$ cat src/rtl/spi_master_arbiter_if.sv
// Requester and SPI-engine signal bundle for spi_master_arbiter.
// master = arbiter side, slave = requesters plus SPI byte engine.
interface spi_master_arbiter_if #(
  parameter int NUM_REQ = 2,
  parameter int LEN_W = 4
);
  logic [NUM_REQ-1:0]       req_valid;
  logic [NUM_REQ*LEN_W-1:0] req_len;
  logic [NUM_REQ*8-1:0]     tx_data;
  logic [NUM_REQ-1:0]       grant;
  logic [NUM_REQ-1:0]       tx_pop;
  logic [7:0]               rx_data;
  logic [NUM_REQ-1:0]       rx_valid;
  logic [NUM_REQ-1:0]       req_done;
  logic                     busy;
  logic                     spi_start;
  logic [7:0]               spi_tx_data;
  logic                     spi_ready;
  logic [7:0]               spi_rx_data;
  logic                     spi_done;
  logic                     n_SS;

  modport master (
    input  req_valid, req_len, tx_data,
    input  spi_ready, spi_rx_data, spi_done,
    output grant, tx_pop, rx_data, rx_valid,
    output req_done, busy, spi_start,
    output spi_tx_data, n_SS
  );

  modport slave (
    output req_valid, req_len, tx_data,
    output spi_ready, spi_rx_data, spi_done,
    input  grant, tx_pop, rx_data, rx_valid,
    input  req_done, busy, spi_start,
    input  spi_tx_data, n_SS
  );
endinterface

$ cat src/rtl/spi_master_arbiter.sv
// Round-robin owner of one SPI byte engine across NUM_REQ requesters.
// Holds n_SS low for a whole burst with setup, hold and gap timing.
module spi_master_arbiter #(
  parameter int NUM_REQ = 2,
  parameter int LEN_W = 4,
  parameter int SETUP_CYC = 2,
  parameter int HOLD_CYC = 2,
  parameter int GAP_CYC = 1
) (
  input logic clk,
  input logic reset,
  spi_master_arbiter_if.master bus
);
  localparam int IW = $clog2(NUM_REQ);
  localparam int T1 =
    SETUP_CYC > HOLD_CYC ? SETUP_CYC : HOLD_CYC;
  localparam int TMAX = T1 > GAP_CYC ? T1 : GAP_CYC;
  localparam int TW = $clog2(TMAX + 1);

  typedef enum logic [2:0] {
    IDLE, SETUP, XFER, WAIT, HOLD, GAP
  } state_t;

  state_t state, state_n;

  logic [IW-1:0]      ptr, ptr_n;
  logic [IW-1:0]      own, own_n;
  logic [IW-1:0]      win;
  logic [IW:0]        aidx;
  logic               found;
  logic [LEN_W-1:0]   cnt, cnt_n;
  logic [LEN_W-1:0]   win_len;
  logic [TW-1:0]      tmr, tmr_n;
  logic [NUM_REQ-1:0] grant, grant_n;
  logic [NUM_REQ-1:0] rx_valid, rx_valid_n;
  logic [NUM_REQ-1:0] req_done, req_done_n;
  logic [NUM_REQ-1:0] tx_pop, own_oh;
  logic [7:0]         rx_data, rx_data_n;
  logic [7:0]         spi_tx_data;
  logic               spi_start;
  logic               n_ss, n_ss_n;

  // first pending requester after the last owner, wrapping
  always_comb begin
    found = 1'b0;
    win = '0;
    aidx = '0;
    for (int i = 1; i <= NUM_REQ; i++) begin
      aidx = {1'b0, ptr} + (IW+1)'(i);
      if (aidx >= (IW+1)'(NUM_REQ))
        aidx = aidx - (IW+1)'(NUM_REQ);
      if (!found && bus.req_valid[aidx[IW-1:0]]) begin
        found = 1'b1;
        win = aidx[IW-1:0];
      end
    end
  end

  assign win_len =
    bus.req_len[int'(win)*LEN_W +: LEN_W];
  assign own_oh = NUM_REQ'(1) << own;

  always_comb begin
    state_n = state;
    ptr_n = ptr;
    own_n = own;
    cnt_n = cnt;
    tmr_n = tmr;
    grant_n = grant;
    rx_valid_n = '0;
    req_done_n = '0;
    rx_data_n = rx_data;
    n_ss_n = n_ss;
    spi_start = 1'b0;
    spi_tx_data = '0;
    tx_pop = '0;
    unique case (state)
      IDLE: begin
        if (found) begin
          grant_n = NUM_REQ'(1) << win;
          own_n = win;
          ptr_n = win;
          cnt_n = (win_len == '0) ?
            LEN_W'(1) : win_len;
          n_ss_n = 1'b0;
          tmr_n = '0;
          state_n = SETUP;
        end
      end
      SETUP: begin
        if (tmr == TW'(SETUP_CYC - 1)) begin
          tmr_n = '0;
          state_n = XFER;
        end else begin
          tmr_n = tmr + TW'(1);
        end
      end
      XFER: begin
        if (bus.spi_ready) begin
          spi_start = 1'b1;
          spi_tx_data =
            bus.tx_data[int'(own)*8 +: 8];
          tx_pop = own_oh;
          state_n = WAIT;
        end
      end
      WAIT: begin
        if (bus.spi_done) begin
          rx_data_n = bus.spi_rx_data;
          rx_valid_n = own_oh;
          cnt_n = cnt - LEN_W'(1);
          tmr_n = '0;
          state_n = (cnt <= LEN_W'(1)) ?
            HOLD : XFER;
        end
      end
      HOLD: begin
        if (tmr == TW'(HOLD_CYC - 1)) begin
          n_ss_n = 1'b1;
          grant_n = '0;
          req_done_n = own_oh;
          tmr_n = '0;
          state_n = GAP;
        end else begin
          tmr_n = tmr + TW'(1);
        end
      end
      GAP: begin
        if (tmr == TW'(GAP_CYC - 1)) begin
          tmr_n = '0;
          state_n = IDLE;
        end else begin
          tmr_n = tmr + TW'(1);
        end
      end
      default: state_n = IDLE;
    endcase
  end

  always_ff @(posedge clk) begin
    if (reset) begin
      state <= IDLE;
      ptr <= IW'(NUM_REQ - 1);
      own <= '0;
      cnt <= '0;
      tmr <= '0;
      grant <= '0;
      rx_valid <= '0;
      req_done <= '0;
      rx_data <= '0;
      n_ss <= 1'b1;
    end else begin
      state <= state_n;
      ptr <= ptr_n;
      own <= own_n;
      cnt <= cnt_n;
      tmr <= tmr_n;
      grant <= grant_n;
      rx_valid <= rx_valid_n;
      req_done <= req_done_n;
      rx_data <= rx_data_n;
      n_ss <= n_ss_n;
    end
  end

  assign bus.grant = grant;
  assign bus.tx_pop = tx_pop;
  assign bus.rx_data = rx_data;
  assign bus.rx_valid = rx_valid;
  assign bus.req_done = req_done;
  assign bus.busy = (state != IDLE);
  assign bus.spi_start = spi_start;
  assign bus.spi_tx_data = spi_tx_data;
  assign bus.n_SS = n_ss;
endmodule

$ cat src/flat_wrapper.sv
// flat-port wrapper written by rule: the top's interface ports become plain ports
module spi_master_arbiter_flat 
#(
  parameter int NUM_REQ = 2,
  parameter int LEN_W = 4,
  parameter int SETUP_CYC = 2,
  parameter int HOLD_CYC = 2,
  parameter int GAP_CYC = 1
)
  (clk, reset, bus_req_valid, bus_req_len, bus_tx_data, bus_spi_ready, bus_spi_rx_data, bus_spi_done, bus_grant, bus_tx_pop, bus_rx_data, bus_rx_valid, bus_req_done, bus_busy, bus_spi_start, bus_spi_tx_data, bus_n_SS);
  spi_master_arbiter_if #(.NUM_REQ(NUM_REQ), .LEN_W(LEN_W)) bus_i ();
  input logic clk;
  input logic reset;
  input wire logic [$bits(bus_i.req_valid)-1:0] bus_req_valid;
  input wire logic [$bits(bus_i.req_len)-1:0] bus_req_len;
  input wire logic [$bits(bus_i.tx_data)-1:0] bus_tx_data;
  input wire logic [$bits(bus_i.spi_ready)-1:0] bus_spi_ready;
  input wire logic [$bits(bus_i.spi_rx_data)-1:0] bus_spi_rx_data;
  input wire logic [$bits(bus_i.spi_done)-1:0] bus_spi_done;
  output wire logic [$bits(bus_i.grant)-1:0] bus_grant;
  output wire logic [$bits(bus_i.tx_pop)-1:0] bus_tx_pop;
  output wire logic [$bits(bus_i.rx_data)-1:0] bus_rx_data;
  output wire logic [$bits(bus_i.rx_valid)-1:0] bus_rx_valid;
  output wire logic [$bits(bus_i.req_done)-1:0] bus_req_done;
  output wire logic [$bits(bus_i.busy)-1:0] bus_busy;
  output wire logic [$bits(bus_i.spi_start)-1:0] bus_spi_start;
  output wire logic [$bits(bus_i.spi_tx_data)-1:0] bus_spi_tx_data;
  output wire logic [$bits(bus_i.n_SS)-1:0] bus_n_SS;
  assign bus_i.req_valid = bus_req_valid;
  assign bus_i.req_len = bus_req_len;
  assign bus_i.tx_data = bus_tx_data;
  assign bus_i.spi_ready = bus_spi_ready;
  assign bus_i.spi_rx_data = bus_spi_rx_data;
  assign bus_i.spi_done = bus_spi_done;
  assign bus_grant = bus_i.grant;
  assign bus_tx_pop = bus_i.tx_pop;
  assign bus_rx_data = bus_i.rx_data;
  assign bus_rx_valid = bus_i.rx_valid;
  assign bus_req_done = bus_i.req_done;
  assign bus_busy = bus_i.busy;
  assign bus_spi_start = bus_i.spi_start;
  assign bus_spi_tx_data = bus_i.spi_tx_data;
  assign bus_n_SS = bus_i.n_SS;
  spi_master_arbiter #(.NUM_REQ(NUM_REQ), .LEN_W(LEN_W), .SETUP_CYC(SETUP_CYC), .HOLD_CYC(HOLD_CYC), .GAP_CYC(GAP_CYC)) u_core (.clk(clk), .reset(reset), .bus(bus_i));
endmodule
$ cat config.mk
export PLATFORM = sky130hd
export DESIGN_NAME = spi_master_arbiter_flat
export DESIGN_NICKNAME = d
export VERILOG_FILES = /design/src/rtl/spi_master_arbiter_if.sv /design/src/rtl/spi_master_arbiter.sv /design/src/flat_wrapper.sv
export SDC_FILE = /design/constraint.sdc
export NUM_CORES = 1
export LEC_CHECK = 0
export CAP_MARGIN = 25
export CORE_ASPECT_RATIO = 0.75
export CORE_UTILIZATION = 55
export CTS_CLUSTER_SIZE = 25
export DETAILED_ROUTE_END_ITERATION = 12
export DONT_BUFFER_PORTS = 1
export PLACE_DENSITY = 0.69
export SYNTH_ARGS = -nofsm -noshare
export SYNTH_HDL_FRONTEND = slang
export SYNTH_SLANG_ARGS = --single-unit
$ cat constraint.sdc
create_clock -name clk -period 1.8 [get_ports clk]
set_clock_uncertainty 0.15 [all_clocks]
set_input_delay 0.36 -clock clk [delete_from_list [all_inputs] [get_ports clk]]
set_output_delay 0.36 -clock clk [all_outputs]
set_load 0.005 [all_outputs]
==> results of run 1 <==
[worst paths after layout]
check / start / endpoint / slack (ns) / cells past startpoint
max: u_core.state[2] / bus_tx_pop[1] / 0.02 / 4
min: bus_spi_rx_data[3] / u_core.bus.rx_data[3] / 0.02 / 2
max reg2reg: u_core.state[2] / u_core.cnt[1] / 0.08 / 5
min reg2reg: u_core.bus.rx_data[4] / u_core.bus.rx_data[4] / 0.34 / 2
[critical path: cells and delay by family, from the launching register on]
| family | cells | cell delay [ns] |
|---|---|---|
| and+or+nand+nor | 3 | 0.53 |
| buffers and inverters | 1 | 0.07 |
| DFF | 1 | 0.35 |
[metrics by stage]
stage / hold slack, ns / TNS (ns)
2_1_floorplan: 0.303 / 0
3_3_place_gp: 0.283 / 0
3_5_place_dp: 0.284 / 0
4_1_cts: 0.00325 / 0
5_1_grt: 0.0108 / -0.0839
6_report: 0.0181 / 0
[sequential cells by signal, summed over array words and instances (netlist names)]
register / flops
u_core.cnt: 4
u_core.ptr: 1
u_core.bus.rx_data: 8
u_core.bus.rx_valid: 2
u_core.own: 1
u_core.state: 3
u_core.bus.n_SS: 1
u_core.bus.req_done: 2
u_core.bus.grant: 2
u_core.tmr: 2
[placed cells by master (no fill, tap or decap), drive strengths merged, types with 2 or more instances in the layout]
cell type    count
nand2           27
dfxtp           26
inv             11
a22o             2
nand3b           2
a31oi            2
nor4             3
mux2i           10
nand3            5
a21oi           19
nor3             7
clkbuf           4
and3             2
o21ai            7
ha               6
nor2            22
buf             13
dlygate4sd3      6
[power groups by stage]
stage / Sequential (uW) / Clock [uW] / Combinational (uW)
6_report: 670 / 297 / 361
5_1_grt: 677 / 326 / 402
4_1_cts: 668 / 301 / 345
3_5_place_dp: 681 / 0 / 314
3_3_place_gp: 678 / 0 / 304
2_1_floorplan: 654 / 0 / 272
[routing by layer]
metal / track usage, % / wire (um) / vias to the layer above
met5: 0 / 0 / -
met4: 5.45 / 12 / 0
li1: - / - / 681
met3: 7.30 / 369 / 2
met1: 34.0 / 1560 / 635
met2: 47.8 / 1830 / 75
[what timing repair did]
item / 4_1_cts / 5_1_grt
gates cloned: 1 / 0
hold buffers: 5 / 1
pin swaps: 1 / 0
endpoints found under the hold margin: 19 / 1
resized for setup: 6 / 11
setup buffers: 2 / 0
endpoints found under the setup margin: 11 / 18
[layout make-up]
class	instances	area (sq um)	area share, %
Inverter	11	41.3	2.44
Tap cell	34	42.5	2.52
Sequential cell	26	531	31.4
Multi-Input combinational cell	137	882	52.2
Timing Repair Buffer	19	158	9.33
Clock buffer	4	36.3	2.15
[cells in the mapped netlist (4+ instances only)]
master	count
nand2_1	27
buf_2	5
nor2_1	21
ha_1	6
nand3_1	4
dfxtp_1	26
mux2i_1	10
nor3_1	6
inv_1	11
a21oi_1	19
o21ai_0	6
[cells by family (layout without fill, tap and decap cells)]
group / after synthesis / in the layout / share of synthesized area (%)
XOR/XNOR: 1 / 1 / 0.605
AND/OR/NAND/NOR: 74 / 75 / 24.5
buffers and inverters: 21 / 34 / 6.39
AO/OA/AOI/OAI: 44 / 44 / 19.7
multiplexers: 11 / 11 / 7.69
adder cells (fa/ha/maj): 6 / 6 / 5.18
flip-flops: 26 / 26 / 35.9
==> flow_summary.toml, run 1 <==
[timing]
grt_setup_unrepaired = "true"
relSlewSlack_pct = 50.4
setup_violations = 0
fin_crit_sh_pct = 98.9
slew_viol_final = 0
worstMarginPinSlew_ns = 0.741
hold_violations = 0
fmaxAchievable_ghz = 0.562
min_period_ns = 1.78
worst_slack_ns = 0.0194

[power_and_ir_drop]
switchingPower_uw = 411
combPwrFrac_pct = 27.2
seq_power_share_pct = 50.5
peakVddDrop_mv = 0.412
intPower_uw = 916
swShare_pct = 31.0
pwr_density_cell_nw_per_um2 = 785
finalPower_uw = 1330
p_clk_share_pct = 22.3
leakage_uw = 0.000691

[synth]
yosysTopAreaCell = "dfxtp_1"
synth_edf_count = 0
synth_area_leaders = "dfxtp_1, nand2_1, mux2i_1"
yosysUniqueCellTypes = 46
ys_warn_count = 0
synth_nets = 227
synth-main-ff-cell = "dfxtp_1"
synth_top_area_share_pct = 35.9
syn_area_sq_um = 1450
synthArstFlopShare_pct = 0
ys_ff_latch = 26
avgSynthCellArea_sq_um = 7.92
ys_seq_area_share_pct = 35.9
syn_inst = 183

[place]
post-place-ws_ns = 0.144
numPortBuffers = 0
placed_area_sq_um = 1520
place.gp.congestion = 0.885
dp.cells = 218
hpwl_um = 2650

[cells_and_area]
instances_no_fill = 231
stdcell_area_sq_um = 1690
antennaDiodeCount = 0
final_util_pct = 70.4
area_growth_pct = 16.7
nFillCells = 195
drive_gt1_share_pct = 18.3
nNetsFinal = 242

[route]
wl_um = 3780
vias = 1393
viasPerCell = 6.03
drt-wirelength-per-cell_um = 16.4
drtIter0Drc = 60
firstDrtPassIters = 4
antenna_left = 0
route.detailed.drc = 0

[clock_network]
cts_tree = "done"
clkTransAtPathRegs_ns = 0.14
clockBufferDepth = 2
ctsRootBufferMaster = "clkbuf_4"
numCtsBuffers = 3
clk_latency_ns = 0.32
clock_sinks = 26
cts_htree_levels = 1

[run]
cap_viol_max_count = 0

[worst_hold_path]
min_path_type = "input port to flip-flop"

[floorplan]
die_area_sq_um = 2850
io_pins = 65
rows = 15
die_height_um = 46.5
die_w_um = 61.3
core-area_sq_um = 2400
start_util_pct = 60.3

[grt]
grt_start_max_net_pins = 20
grt_pass1_vias = 1290
grt_pass1_wl_um = 5590
antenna_found_initial = 0
track_usage_pct = 27.4
grt_overflow = 0

[critical_path]
crit_slowest_cell = "dfxtp_2"
cp-start-kind = "flip-flop"
crit_chain = "and2b_2, nand3b_4, inv_2, and2_4"
path_class = "flip-flop to output port"
worstPathArrival_ns = 1.27
path_max_fanout = 5
cp.required_ns = 1.29
cpPeakStageDelay_ns = 0.35
end_kind = "output port"

[outcome]
status = "complete, no violations"
(Power assumes the default switching activity.)
==> run 2, diff against run 1 <==
- CORE_ASPECT_RATIO: 0.75 -> unset
- PLACE_DENSITY: 0.69 -> 0.7
==> flow_summary.toml, run 2 (synthesized netlist as in run 1, its figures left out) <==
[outcome]
status = "finished, violations left"
violations = "setup timing"

[floorplan]
io_pins = 65
die_height_um = 53.3
die_area_sq_um = 2840
core-area_sq_um = 2480
die_w_um = 53.3
rows = 18
start_util_pct = 58.5

[cells_and_area]
drive_gt1_share_pct = 14.9
nFillCells = 220
largest_register_ffs = 8
mostFrequentLayoutCells = "nand2_1, dfxtp_1, a21oi_1"
max_flop_register = "u_core.bus.rx_data"
nNetsFinal = 240
layout.cells.most_common = "nand2_1"
largestRegisters = "u_core.bus.rx_data: 8 flops, u_core.cnt: 4 flops, u_core.state: 3 flops"
stdcell_area_sq_um = 1680
antennaDiodeCount = 0
area_growth_pct = 15.7

[critical_path]
ff2ff_path_depth = 5
end_kind = "output port"
path_max_fanout = 5
cpPeakStageDelay_ns = 0.36
crit_slowest_cell = "dfxtp_2"
crit_chain = "and2b_2, nand3b_2, nor2_1"
path_class = "flip-flop to output port"
cp.required_ns = 1.29
worstPathArrival_ns = 1.30
cp-start-kind = "flip-flop"

[route]
met3_length_um = 234
antenna_left = 0
viasPerCell = 5.93
firstDrtPassIters = 4
drt-wirelength-per-cell_um = 14.7
drtIter0Drc = 27
top_layer = "met4"
route.detailed.drc = 0
dr_wl_met2_um = 1650
wl_met1_um = 1390
wl_um = 3310
vias = 1334

[place]
hpwl_um = 2350
place.gp.congestion = 0.861
numPortBuffers = 0
placed_area_sq_um = 1490

[timing]
worst_slack_ns = -0.00598
relSlewSlack_pct = 52.6
whs_ns = 0.0368
fin_crit_sh_pct = 100
worstMarginPinSlew_ns = 0.709
fmaxAchievable_ghz = 0.554
slew_viol_final = 0
grt_setup_unrepaired = "true"
min_period_ns = 1.81
setup_violations = 2
hold_violations = 0

[clock_network]
clkTransAtPathRegs_ns = 0.14
ctsRootBufferMaster = "clkbuf_4"
clockBufferDepth = 2
clock_sinks = 26
clk_latency_ns = 0.34
numCtsBuffers = 3
cts_htree_levels = 1
cts_tree = "done"

[power_and_ir_drop]
pwr_density_cell_nw_per_um2 = 842
peakVddDrop_mv = 0.778
leakage_uw = 0.000670

[grt]
grt_start_max_net_pins = 20
grt_pass1_vias = 1177
grt_pass1_wl_um = 5080
track_usage_pct = 24.7
antenna_found_initial = 0
grt_overflow = 0

[worst_hold_path]
min_path_type = "input port to flip-flop"
holdPathStages = 2

[run]
cap_viol_max_count = 0
==> run 2: worst max-delay path, delay by kind of cell (launching register included) <==
kind / cells / cell delay, ns
DFF: 1 / 0.36
and+or+nand+nor: 3 / 0.61
==> run 2: per-layer routing <==
| metal | up-vias | global-route usage (%) |
|---|---|---|
| met5 | - | 0 |
| met4 | 0 | 7.46 |
| met3 | 5 | 6.90 |
| met2 | 51 | 43.5 |
| met1 | 616 | 28.5 |
| li1 | 662 | - |
==> run 2: timing repair <==
| item | in CTS | in global routing |
|---|---|---|
| cloned | 1 | 0 |
| setup buffers | 1 | 0 |
| endpoints found under the hold margin | 19 | 0 |
| hold buffers | 9 | 0 |
| resized for setup | 7 | 5 |
| setup endpoints to repair | 11 | 12 |
| pin swaps | 1 | 1 |
==> run 2: cell type report <==
class / instances / area, sq um / share of cell area [%]
sequential: 26 / 528 / 31.5
clock inverter: 1 / 30.0 / 1.79
inverter: 11 / 41.3 / 2.46
timing repair buffer: 17 / 150 / 8.96
multi-input combinational: 137 / 867 / 51.7
tap: 30 / 37.5 / 2.24
clock buffer: 3 / 22.5 / 1.34
==> run 2: worst paths after layout <==
kind / start / end / slack [ns]
min: reset / u_core.cnt[1] / 0.04
max reg2reg: u_core.state[1] / u_core.cnt[0] / 0.17
max: u_core.state[2] / bus_spi_tx_data[3] / -0.006
min reg2reg: u_core.bus.rx_data[7] / u_core.bus.rx_data[7] / 0.33
==> run 2: power by group <==
part	internal, uW	switching (uW)	total (uW)
combinational	159	168	327
clock	226	182	408
sequential	618	59.1	677
==> run 2: metrics by stage <==
stage | utilization, % | total power (uW) | TNS [ns] | setup slack (ns) | std cells
2_1_floorplan | - | 926 | 0 | 0.119 | 183
3_3_place_gp | 60.1 | 960 | 0 | 0.178 | 210
3_5_place_dp | 60.1 | 976 | 0 | 0.138 | 210
4_1_cts | 67.3 | 1420 | -0.0152 | -0.0152 | 225
5_1_grt | 67.7 | 1490 | -0.557 | -0.0767 | 225
6_report | 67.7 | 1410 | -0.00641 | -0.00598 | 225
==> run 3, diff against run 2 <==
- ABC_AREA: unset -> 1
==> flow_summary.toml, run 3 <==
[outcome]
status = "finished, violations left"
violations = "setup timing"

[cells_and_area]
regArea_sq_um = 531
layout.cells.most_common = "nand2_1"
largestRegisters = "u_core.bus.rx_data: 8 flops, u_core.cnt: 4 flops, u_core.state: 3 flops"
multi_input_area_sq_um = 840
largest_register_ffs = 8
area_growth_pct = 13.3
nNetsFinal = 274
max_flop_register = "u_core.bus.rx_data"
final_util_pct = 66.8
mostFrequentLayoutCells = "nand2_1, inv_1, nand3_1, dfxtp_1, nor2_1"
antennaDiodeCount = 0
drive_gt1_share_pct = 15.3
nFillCells = 234
stdcell_area_sq_um = 1670

[place]
numPortBuffers = 0
hpwl_um = 2640
placed_area_sq_um = 1500
place.gp.congestion = 0.781

[floorplan]
core-area_sq_um = 2500
rows = 18
io_pins = 65
die_height_um = 53.8
die_area_sq_um = 2890
die_w_um = 53.8
start_util_pct = 59.0

[synth]
yosys.cell_count.top_type = "nand2_1"
syn_area_sq_um = 1470
synth_nets = 264
ys_seq_area_share_pct = 35.3
ys_ff_latch = 26
ys_warn_count = 0
yosysTopAreaCell = "dfxtp_1"
synth-main-ff-cell = "dfxtp_1"
syn_inst = 220
synth_top_area_share_pct = 35.3
synth_area_leaders = "dfxtp_1, nand2_1, nand3_1"
yosysUniqueCellTypes = 25
synth_top_cells_by_count = "nand2_1, inv_1, dfxtp_1"
avgSynthCellArea_sq_um = 6.70
synth_edf_count = 0
synthArstFlopShare_pct = 0

[timing]
fmaxAchievable_ghz = 0.546
min_period_ns = 1.83
worstMarginPinSlew_ns = 0.779
fin_crit_sh_pct = 102
worst_slack_ns = -0.0325
relSlewSlack_pct = 47.9
hold_violations = 0
slew_viol_final = 0
grt_setup_unrepaired = "true"
whs_ns = 0.0356
setup_violations = 8

[critical_path]
path_max_fanout = 3
cp-start-kind = "flip-flop"
path_class = "flip-flop to output port"
worstPathArrival_ns = 1.32
cp.required_ns = 1.29
end_kind = "output port"

[clock_network]
numCtsBuffers = 3
clk_latency_ns = 0.32
ctsRootBufferMaster = "clkbuf_4"
cts_htree_levels = 1
cts_tree = "done"
clock_sinks = 26
clockBufferDepth = 2
clkTransAtPathRegs_ns = 0.14

[route]
wl_um = 3590
firstDrtPassIters = 4
viasPerCell = 5.59
drt-wirelength-per-cell_um = 13.9
antenna_left = 0
vias = 1447
drtIter0Drc = 41
route.detailed.drc = 0

[grt]
grt_pass1_vias = 1269
grt_start_max_net_pins = 21
antenna_found_initial = 0
grt_pass1_wl_um = 5180
track_usage_pct = 24.6
grt_overflow = 0

[power_and_ir_drop]
intPower_uw = 1310
pwr_density_cell_nw_per_um2 = 1330
seq_power_share_pct = 36.3
switchingPower_uw = 924
peakVddDrop_mv = 1.03
leakage_uw = 0.000771
p_clk_share_pct = 17.8
combPwrFrac_pct = 45.9
swShare_pct = 41.4

[worst_hold_path]
min_path_type = "input port to flip-flop"

[run]
cap_viol_max_count = 0
[run 3: cell count changes after synthesis, sizes merged, moves of 6 or more]
cell,before,now
nand3,5,24
inv,11,32
a22o,2,8
mux2i,10,0
nand2,27,58
[run 3: what timing repair did]
item / in CTS / in global routing
hold buffers: 1 / 0
setup buffers: 4 / 1
hold endpoints to repair: 20 / 0
endpoints found under the setup margin: 10 / 9
cloned: 2 / 0
resized for setup: 16 / 4
pin swaps: 7 / 7
[run 3: area by class of cell]
class / instances / share of cell area, %
Clock inverter: 1 / 1.80
Multi-Input combinational cell: 156 / 50.3
Sequential cell: 26 / 31.8
Clock buffer: 3 / 1.35
Inverter: 32 / 7.64
Tap cell: 30 / 2.25
Timing Repair Buffer: 9 / 4.04
Timing Repair inverter: 2 / 0.899
[run 3: worst paths after layout]
check | from | end | slack, ns | cells past startpoint
hold reg to reg | u_core.ptr | u_core.ptr | 0.33 | 2
hold / removal | bus_spi_rx_data[2] | u_core.bus.rx_data[2] | 0.04 | 2
setup / recovery | u_core.state[0] | bus_spi_tx_data[6] | -0.03 | 6
setup reg to reg | u_core.state[2] | u_core.state[0] | 0.17 | 8
[run 3: stage by stage]
step           TNS (ns)  std cells  setup slack (ns)  total power [uW]
2_1_floorplan         0        220             0.248              1520
3_3_place_gp          0        247             0.195              1660
3_5_place_dp          0        247             0.138              1700
4_1_cts          -0.559        258           -0.0767              2200
5_1_grt          -0.960        259            -0.121              2410
6_report         -0.242        259           -0.0325              2230
[run 3: per-layer routing]
metal	vias up	track usage, %	routed length (um)
met2	56	47.1	1940
li1	726	-	-
met1	661	27.5	1420
met4	0	3.95	34
met3	4	5.37	194
met5	-	0	0
[run 3: cells by family after synthesis]
family / synth area share [%]
AOI/OAI and AO/OA: 14.2
xor gates and xnor gates: 0.594
adders and majority gates: 5.09
buffers and inverters: 10.2
DFF: 35.3
and+or+nand+nor: 34.6
[run 3: worst max-delay path: stages (launching register included)]
cell and delay, ns:
dfxtp_2 0.38, inv_4 0.04, nand2_4 0.09, nor2_4 0.05
nand3_4 0.11, clkinvlp_4 0.11, a22o_1 0.22
[run 3: power groups by stage]
stage          Clock, uW  Combinational (uW)  Sequential [uW]
2_1_floorplan          0                 746              774
3_3_place_gp           0                 849              806
3_5_place_dp           0                 884              811
4_1_cts              406                 987              810
5_1_grt              428                1160              822
6_report             397                1020              809
